===== src/rtl/stepper_ramp_ctrl.sv =====
// Stepper phase sequencer with an internal step-rate generator and a symmetric
// trapezoidal ramp; runs relative moves with a Start/Done handshake.
//
// state    | meaning
// S_IDLE   | no move; Start accepted while enabled
// S_ACCEL  | period shrinking by AccDelta per step towards the cruise period
// S_CRUISE | stepping at the cruise period
// S_DECEL  | period growing by AccDelta per step back towards the start period
module stepper_ramp_ctrl #(
   parameter int POS_W = 16,
   parameter int PER_W = 16
) (
   input  logic             clk_i,
   input  logic             reset_i,
   input  logic             enable_i,
   input  logic             hold_torque_i,
   input  logic             start_i,
   input  logic             dir_i,
   input  logic [1:0]       mode_i,
   input  logic [POS_W-1:0] step_count_i,
   input  logic [PER_W-1:0] start_period_i,
   input  logic [PER_W-1:0] min_period_i,
   input  logic [PER_W-1:0] acc_delta_i,
   input  logic             abort_i,
   output logic [3:0]       phase_o,
   output logic             phase_oe_o,
   output logic [POS_W-1:0] position_o,
   output logic             ready_o,
   output logic             busy_o,
   output logic             done_o
);

   typedef enum logic [1:0] {S_IDLE, S_ACCEL, S_CRUISE, S_DECEL} state_t;

   state_t           state_q, state_d;
   logic [2:0]       idx_q, idx_d;
   logic [3:0]       phase_q, phase_d;
   logic [POS_W-1:0] pos_q, pos_d, rem_q, rem_d, acc_q, acc_d;
   logic [PER_W-1:0] period_q, period_d, cnt_q, cnt_d;
   logic [PER_W-1:0] ps_q, ps_d, pm_q, pm_d, delta_q, delta_d;
   logic             dir_q, dir_d, busy_q, busy_d, done_q, done_d;
   logic [1:0]       mode_q, mode_d;

   logic [PER_W-1:0] max_in, ps_in, pm_in, per_acc, per_dec, per_nxt;
   logic [PER_W:0]   up_sum, dn_lim;
   logic [POS_W-1:0] rem_dec, acc_inc, rem_abort, pos_step;
   logic [2:0]       mag, idx_step;
   logic             aligned, tc;

   function automatic logic [3:0] phase_lut(input logic [2:0] idx);
      case (idx)
         3'd0:    return 4'b0110;
         3'd1:    return 4'b0010;
         3'd2:    return 4'b1010;
         3'd3:    return 4'b1000;
         3'd4:    return 4'b1001;
         3'd5:    return 4'b0001;
         3'd6:    return 4'b0101;
         default: return 4'b0100;
      endcase
   endfunction

   assign max_in = (start_period_i > min_period_i) ? start_period_i : min_period_i;
   assign ps_in  = (max_in == '0) ? PER_W'(1) : max_in;
   assign pm_in  = (min_period_i == '0) ? PER_W'(1) : min_period_i;

   assign up_sum  = {1'b0, period_q} + {1'b0, delta_q};
   assign dn_lim  = {1'b0, pm_q} + {1'b0, delta_q};
   assign per_dec = (up_sum >= {1'b0, ps_q}) ? ps_q : up_sum[PER_W-1:0];
   assign per_acc = ({1'b0, period_q} >= dn_lim) ? (period_q - delta_q) : pm_q;

   assign tc      = (cnt_q <= PER_W'(1));
   assign rem_dec = rem_q - POS_W'(1);
   assign acc_inc = acc_q + POS_W'(1);

   // A misaligned index takes a single half-step to reach the mode's parity.
   always_comb begin
      case (mode_q)
         2'b01:   aligned = 1'b1;
         2'b10:   aligned = idx_q[0];
         default: aligned = ~idx_q[0];
      endcase
   end

   assign mag      = ((mode_q == 2'b01) || !aligned) ? 3'd1 : 3'd2;
   assign idx_step = dir_q ? (idx_q + mag) : (idx_q - mag);
   assign pos_step = dir_q ? (pos_q + POS_W'(mag)) : (pos_q - POS_W'(mag));

   always_comb begin
      state_d   = state_q;
      idx_d     = idx_q;
      pos_d     = pos_q;
      rem_d     = rem_q;
      acc_d     = acc_q;
      period_d  = period_q;
      cnt_d     = cnt_q;
      ps_d      = ps_q;
      pm_d      = pm_q;
      delta_d   = delta_q;
      dir_d     = dir_q;
      mode_d    = mode_q;
      busy_d    = busy_q;
      done_d    = 1'b0;
      rem_abort = '0;
      per_nxt   = period_q;

      if (state_q == S_IDLE) begin
         if (start_i && enable_i) begin
            dir_d   = dir_i;
            mode_d  = mode_i;
            ps_d    = ps_in;
            pm_d    = pm_in;
            delta_d = acc_delta_i;
            if (step_count_i == '0) begin
               done_d = 1'b1;
            end else begin
               period_d = ps_in;
               cnt_d    = ps_in - PER_W'(1);
               rem_d    = step_count_i;
               acc_d    = '0;
               busy_d   = 1'b1;
               state_d  = S_ACCEL;
            end
         end
      end else if (!enable_i || (rem_q == '0)) begin
         state_d = S_IDLE;
         busy_d  = 1'b0;
         done_d  = 1'b1;
      end else if (abort_i && (state_q != S_DECEL)) begin
         // Stretch the running interval so it ends one decel period after the last step.
         period_d = per_dec;
         state_d  = S_DECEL;
         if (tc) begin
            idx_d     = idx_step;
            pos_d     = pos_step;
            rem_abort = (rem_dec < acc_q) ? rem_dec : acc_q;
            cnt_d     = per_dec;
         end else begin
            rem_abort = (rem_q < acc_q) ? rem_q : acc_q;
            cnt_d     = cnt_q - PER_W'(1) + (per_dec - period_q);
         end
         rem_d = rem_abort;
         if (rem_abort == '0) begin
            state_d = S_IDLE;
            busy_d  = 1'b0;
            done_d  = 1'b1;
         end
      end else if (tc) begin
         idx_d = idx_step;
         pos_d = pos_step;
         rem_d = rem_dec;
         case (state_q)
            S_ACCEL: begin
               acc_d = acc_inc;
               if (rem_dec <= acc_inc) begin
                  state_d = S_DECEL;
                  per_nxt = per_dec;
               end else begin
                  per_nxt = per_acc;
                  if ((per_acc == pm_q) || (delta_q == '0)) state_d = S_CRUISE;
               end
            end
            S_CRUISE: begin
               if (rem_dec <= acc_q) begin
                  state_d = S_DECEL;
                  per_nxt = per_dec;
               end
            end
            default: per_nxt = per_dec;
         endcase
         period_d = per_nxt;
         cnt_d    = per_nxt;
      end else begin
         cnt_d = cnt_q - PER_W'(1);
      end

      phase_d = phase_lut(idx_d);
   end

   always_ff @(posedge clk_i) begin
      if (reset_i) begin
         state_q  <= S_IDLE;
         idx_q    <= '0;
         phase_q  <= 4'b0110;
         pos_q    <= '0;
         rem_q    <= '0;
         acc_q    <= '0;
         period_q <= '0;
         cnt_q    <= '0;
         ps_q     <= '0;
         pm_q     <= '0;
         delta_q  <= '0;
         dir_q    <= 1'b0;
         mode_q   <= 2'b00;
         busy_q   <= 1'b0;
         done_q   <= 1'b0;
      end else begin
         state_q  <= state_d;
         idx_q    <= idx_d;
         phase_q  <= phase_d;
         pos_q    <= pos_d;
         rem_q    <= rem_d;
         acc_q    <= acc_d;
         period_q <= period_d;
         cnt_q    <= cnt_d;
         ps_q     <= ps_d;
         pm_q     <= pm_d;
         delta_q  <= delta_d;
         dir_q    <= dir_d;
         mode_q   <= mode_d;
         busy_q   <= busy_d;
         done_q   <= done_d;
      end
   end

   assign phase_o    = phase_q;
   assign position_o = pos_q;
   assign busy_o     = busy_q;
   assign ready_o    = ~busy_q;
   assign done_o     = done_q;
   assign phase_oe_o = enable_i & (busy_q | hold_torque_i);

endmodule


===== config.mk =====
export PLATFORM = sky130hd
export DESIGN_NAME = stepper_ramp_ctrl
export DESIGN_NICKNAME = d
export VERILOG_FILES = /design/src/rtl/stepper_ramp_ctrl.sv
export SDC_FILE = /design/constraint.sdc
export NUM_CORES = 1
export LEC_CHECK = 0
export ABC_AREA = 1
export BUFFER_PORTS_ARGS = -buffer_cell sky130_fd_sc_hd__buf_2
export CAP_MARGIN = 30
export CORE_ASPECT_RATIO = 1.2
export CORE_MARGIN = 3
export CORE_UTILIZATION = 35
export CTS_BUF_LIST = sky130_fd_sc_hd__clkbuf_8
export DETAILED_ROUTE_END_ITERATION = 7
export GPL_TIMING_DRIVEN = 0
export PLACE_DENSITY = 0.48
export SLEW_MARGIN = 15
export SYNTH_ARGS = -nofsm -noshare
export SYNTH_HDL_FRONTEND = slang
export SYNTH_SLANG_ARGS = --single-unit

===== constraint.sdc =====
create_clock -name clk_i -period 6.7 [get_ports clk_i]
set_clock_uncertainty 0.1 [all_clocks]
set_input_delay 1.675 -clock clk_i [delete_from_list [all_inputs] [get_ports clk_i]]
set_output_delay 1.675 -clock clk_i [all_outputs]
set_load 0.01 [all_outputs]

==> flow_summary.yaml <==
run_status:
  status: "completed"
clocking:
  clockBufferDepth: 2
  cts_sinks: 142
  htreeDepth: 4
  postCtsHoldBufs: 0
  numCtsBuffers: 17
  insertion_delay_ps: 520
  root_buffer: "clkbuf_8"
  clkTransAtPathRegs_ps: 100
  cts_tree: "yes"
logic_synthesis:
  ys_types: 60
  synth-seq-area-share_pct: 17.9
  syn_inst: 2475
  syn_avg_cell_area_sq_um: 6.43
  synth_edf_count: 0
  yosysWarnings: 0
  ys_top_cells_by_area: "dfxtp_1 18%, ha_1 15%, nand2_1 13%"
  synthFlopType: "dfxtp_1"
  yosysTopAreaCell: "dfxtp_1"
  syn-num-nets: 2754
  synth.top_cell.area_share_pct: 17.9
  synthArstFlopShare_pct: 0
  netlist_area_sq_mm: 0.0159
  ys_ff_latch: 142
timing:
  max_slew_margin_pct: 30.8
  drv_slew: 0
  fmax_mhz: 160
  finalCriticalPeriod_ps: 6260
  fin_hold_ws_ps: 389
  hold_viol_final: 0
  tightest_slew_ps: 1040
  fin_crit_sh_pct: 93.4
  finalSetupViolCount: 0
floorplan:
  die-area_sq_mm: 0.0481
  start_util_pct: 35.9
  die_h_um: 240
  core_sq_mm: 0.0444
  die_w_um: 201
  boundaryPins: 97
  fp-row-count: 84
detailed_routing:
  drt_wl_total_um: 69900
  wire_per_inst_um: 21.8
  drc: 0
  drtAntennaViolNets: 0
  via_per_inst: 5.43
  via_count: 17400
  first_iter_violations: 1123
  first_pass_iters: 7
worst_setup_path:
  end_kind: "register"
  slowest_stage: "fa_1"
  path_class: "reg2reg"
  arrival_ps: 6600
  worst-path-max-fanout: 10
  critPathRequiredTime_ps: 7050
  cp-start-kind: "register"
  r2r_slack_ps: 440
  cpPeakStageDelay_ps: 530
grt:
  grt_pass1_wl_um: 103000
  grt_antenna_before_repair: 2
  grt_overflow_total: 0
  grt_use_total_pct: 28.5
  grt_max_degree: 17
  grt_pass1_vias: 16800
place:
  portBuffers: 95
  globalplace.congestion: 0.999
  place_hpwl_um: 57900
  placed_cell_area_sq_mm: 0.0171
min_path:
  worstHoldPathType: "reg2reg"
cells_and_area:
  drive_gt1_share_pct: 9.83
  finish.net_count: 2872
  syn2layout_area_growth_pct: 11.5
  design_area_sq_mm: 0.0177
run:
  maxCapViolations: 0
## repair_timing
item / CTS / global route
pin swaps: 0 / 5
gates resized for setup: 11 / 36
endpoints found under the setup margin: 8 / 10
buffers inserted: 0 / 6
## final cells by class
type,count,area [sq um]
Sequential cell,142,2850
Fill cell,4963,26600
Tap cell,602,753
Antenna cell,2,5.00
Inverter,349,1320
Clock inverter,13,118
Buffer,88,400
Multi-Input combinational cell,1894,11500
Clock buffer,18,248
Timing Repair Buffer,101,520
## registers in the layout (all words and copies together) (netlist names), 3 cells and up
| name | count |
|---|---|
| acc_q | 16 |
| cnt_q | 16 |
| delta_q | 16 |
| period_q | 16 |
| pm_q | 16 |
| position_o | 16 |
| ps_q | 16 |
| rem_q | 16 |
| phase_o | 4 |
| idx_q | 3 |
## worst max-delay path, delay by kind of cell, from the launching register on
| family | cells | cell delay (ps) |
|---|---|---|
| xor gates and xnor gates | 1 | 200 |
| and+or+nand+nor | 13 | 1330 |
| AOI/OAI and AO/OA | 9 | 1320 |
| adders and majority gates | 4 | 1570 |
| buffers and inverters | 9 | 1160 |
| DFF | 1 | 500 |
## synthesized netlist by cell type, types with 17 or more instances
master,number
o211ai_1,29
a21oi_1,265
inv_1,336
nand4_1,52
nor3_1,27
nand2_1,544
xor2_1,78
ha_1,186
fa_1,20
clkbuf_1,63
dfxtp_1,142
o21ai_0,187
nand2_2,17
xnor2_1,25
nand3_1,130
nor2_1,156
## cell families after synthesis
logic type	share of synthesized area (%)
flops	17.9
buf+inv	10.8
fa+ha+maj	17.1
xor+xnor	5.67
compound gates	21.8
simple gates	26.7
## path summary, 6_finish.rpt
kind	startpoint	to	depth (start not counted)
hold reg to reg	acc_q[9]	acc_q[9]	2
setup reg to reg	delta_q[12]	cnt_q[14]	36
setup / recovery	delta_q[12]	cnt_q[14]	36
hold / removal	acc_q[9]	acc_q[9]	2
## cell usage in the layout, fill, tap and decap left out, types with 10 or more instances in the layout
cell	instances
dfxtp_1	133
ha_1	182
inv_2	10
buf_2	110
nand2_2	16
clkbuf_8	18
o21ai_4	11
o21ai_0	182
o21bai_1	12
o221ai_1	12
a21oi_1	264
xnor2_1	25
nor3_1	26
o211ai_1	29
nand3_1	129
inv_1	337
nand4_1	52
clkbuf_1	61
xor2_1	77
o21ai_1	16
nor2_1	156
nand2_1	544
fa_1	19
nor4_1	10
## through the flow
step | cells | worst slack, ps | util (%) | setup TNS (ps)
3_3_place_gp | 3172 | -384 | 38.7 | -1030
4_1_cts | 3202 | -15.4 | 39.5 | -15.4
5_1_grt | 3209 | -40.7 | 40.0 | -73.8
2_1_floorplan | 2475 | 1010 | - | 0
6_report | 3209 | 444 | 40.0 | 0
3_5_place_dp | 3172 | -420 | 38.7 | -1390
## per-layer routing
metal / GRT usage [%] / share of wire [%]
met5: 0 / 0.041
met4: 18.7 / 7.3
met3: 4.66 / 5.2
met2: 51.5 / 49
met1: 30.9 / 38
Power is left out: the tool's default activity adds up to more than one toggle a clock period on the data nets, which glitch-free logic cannot reach.
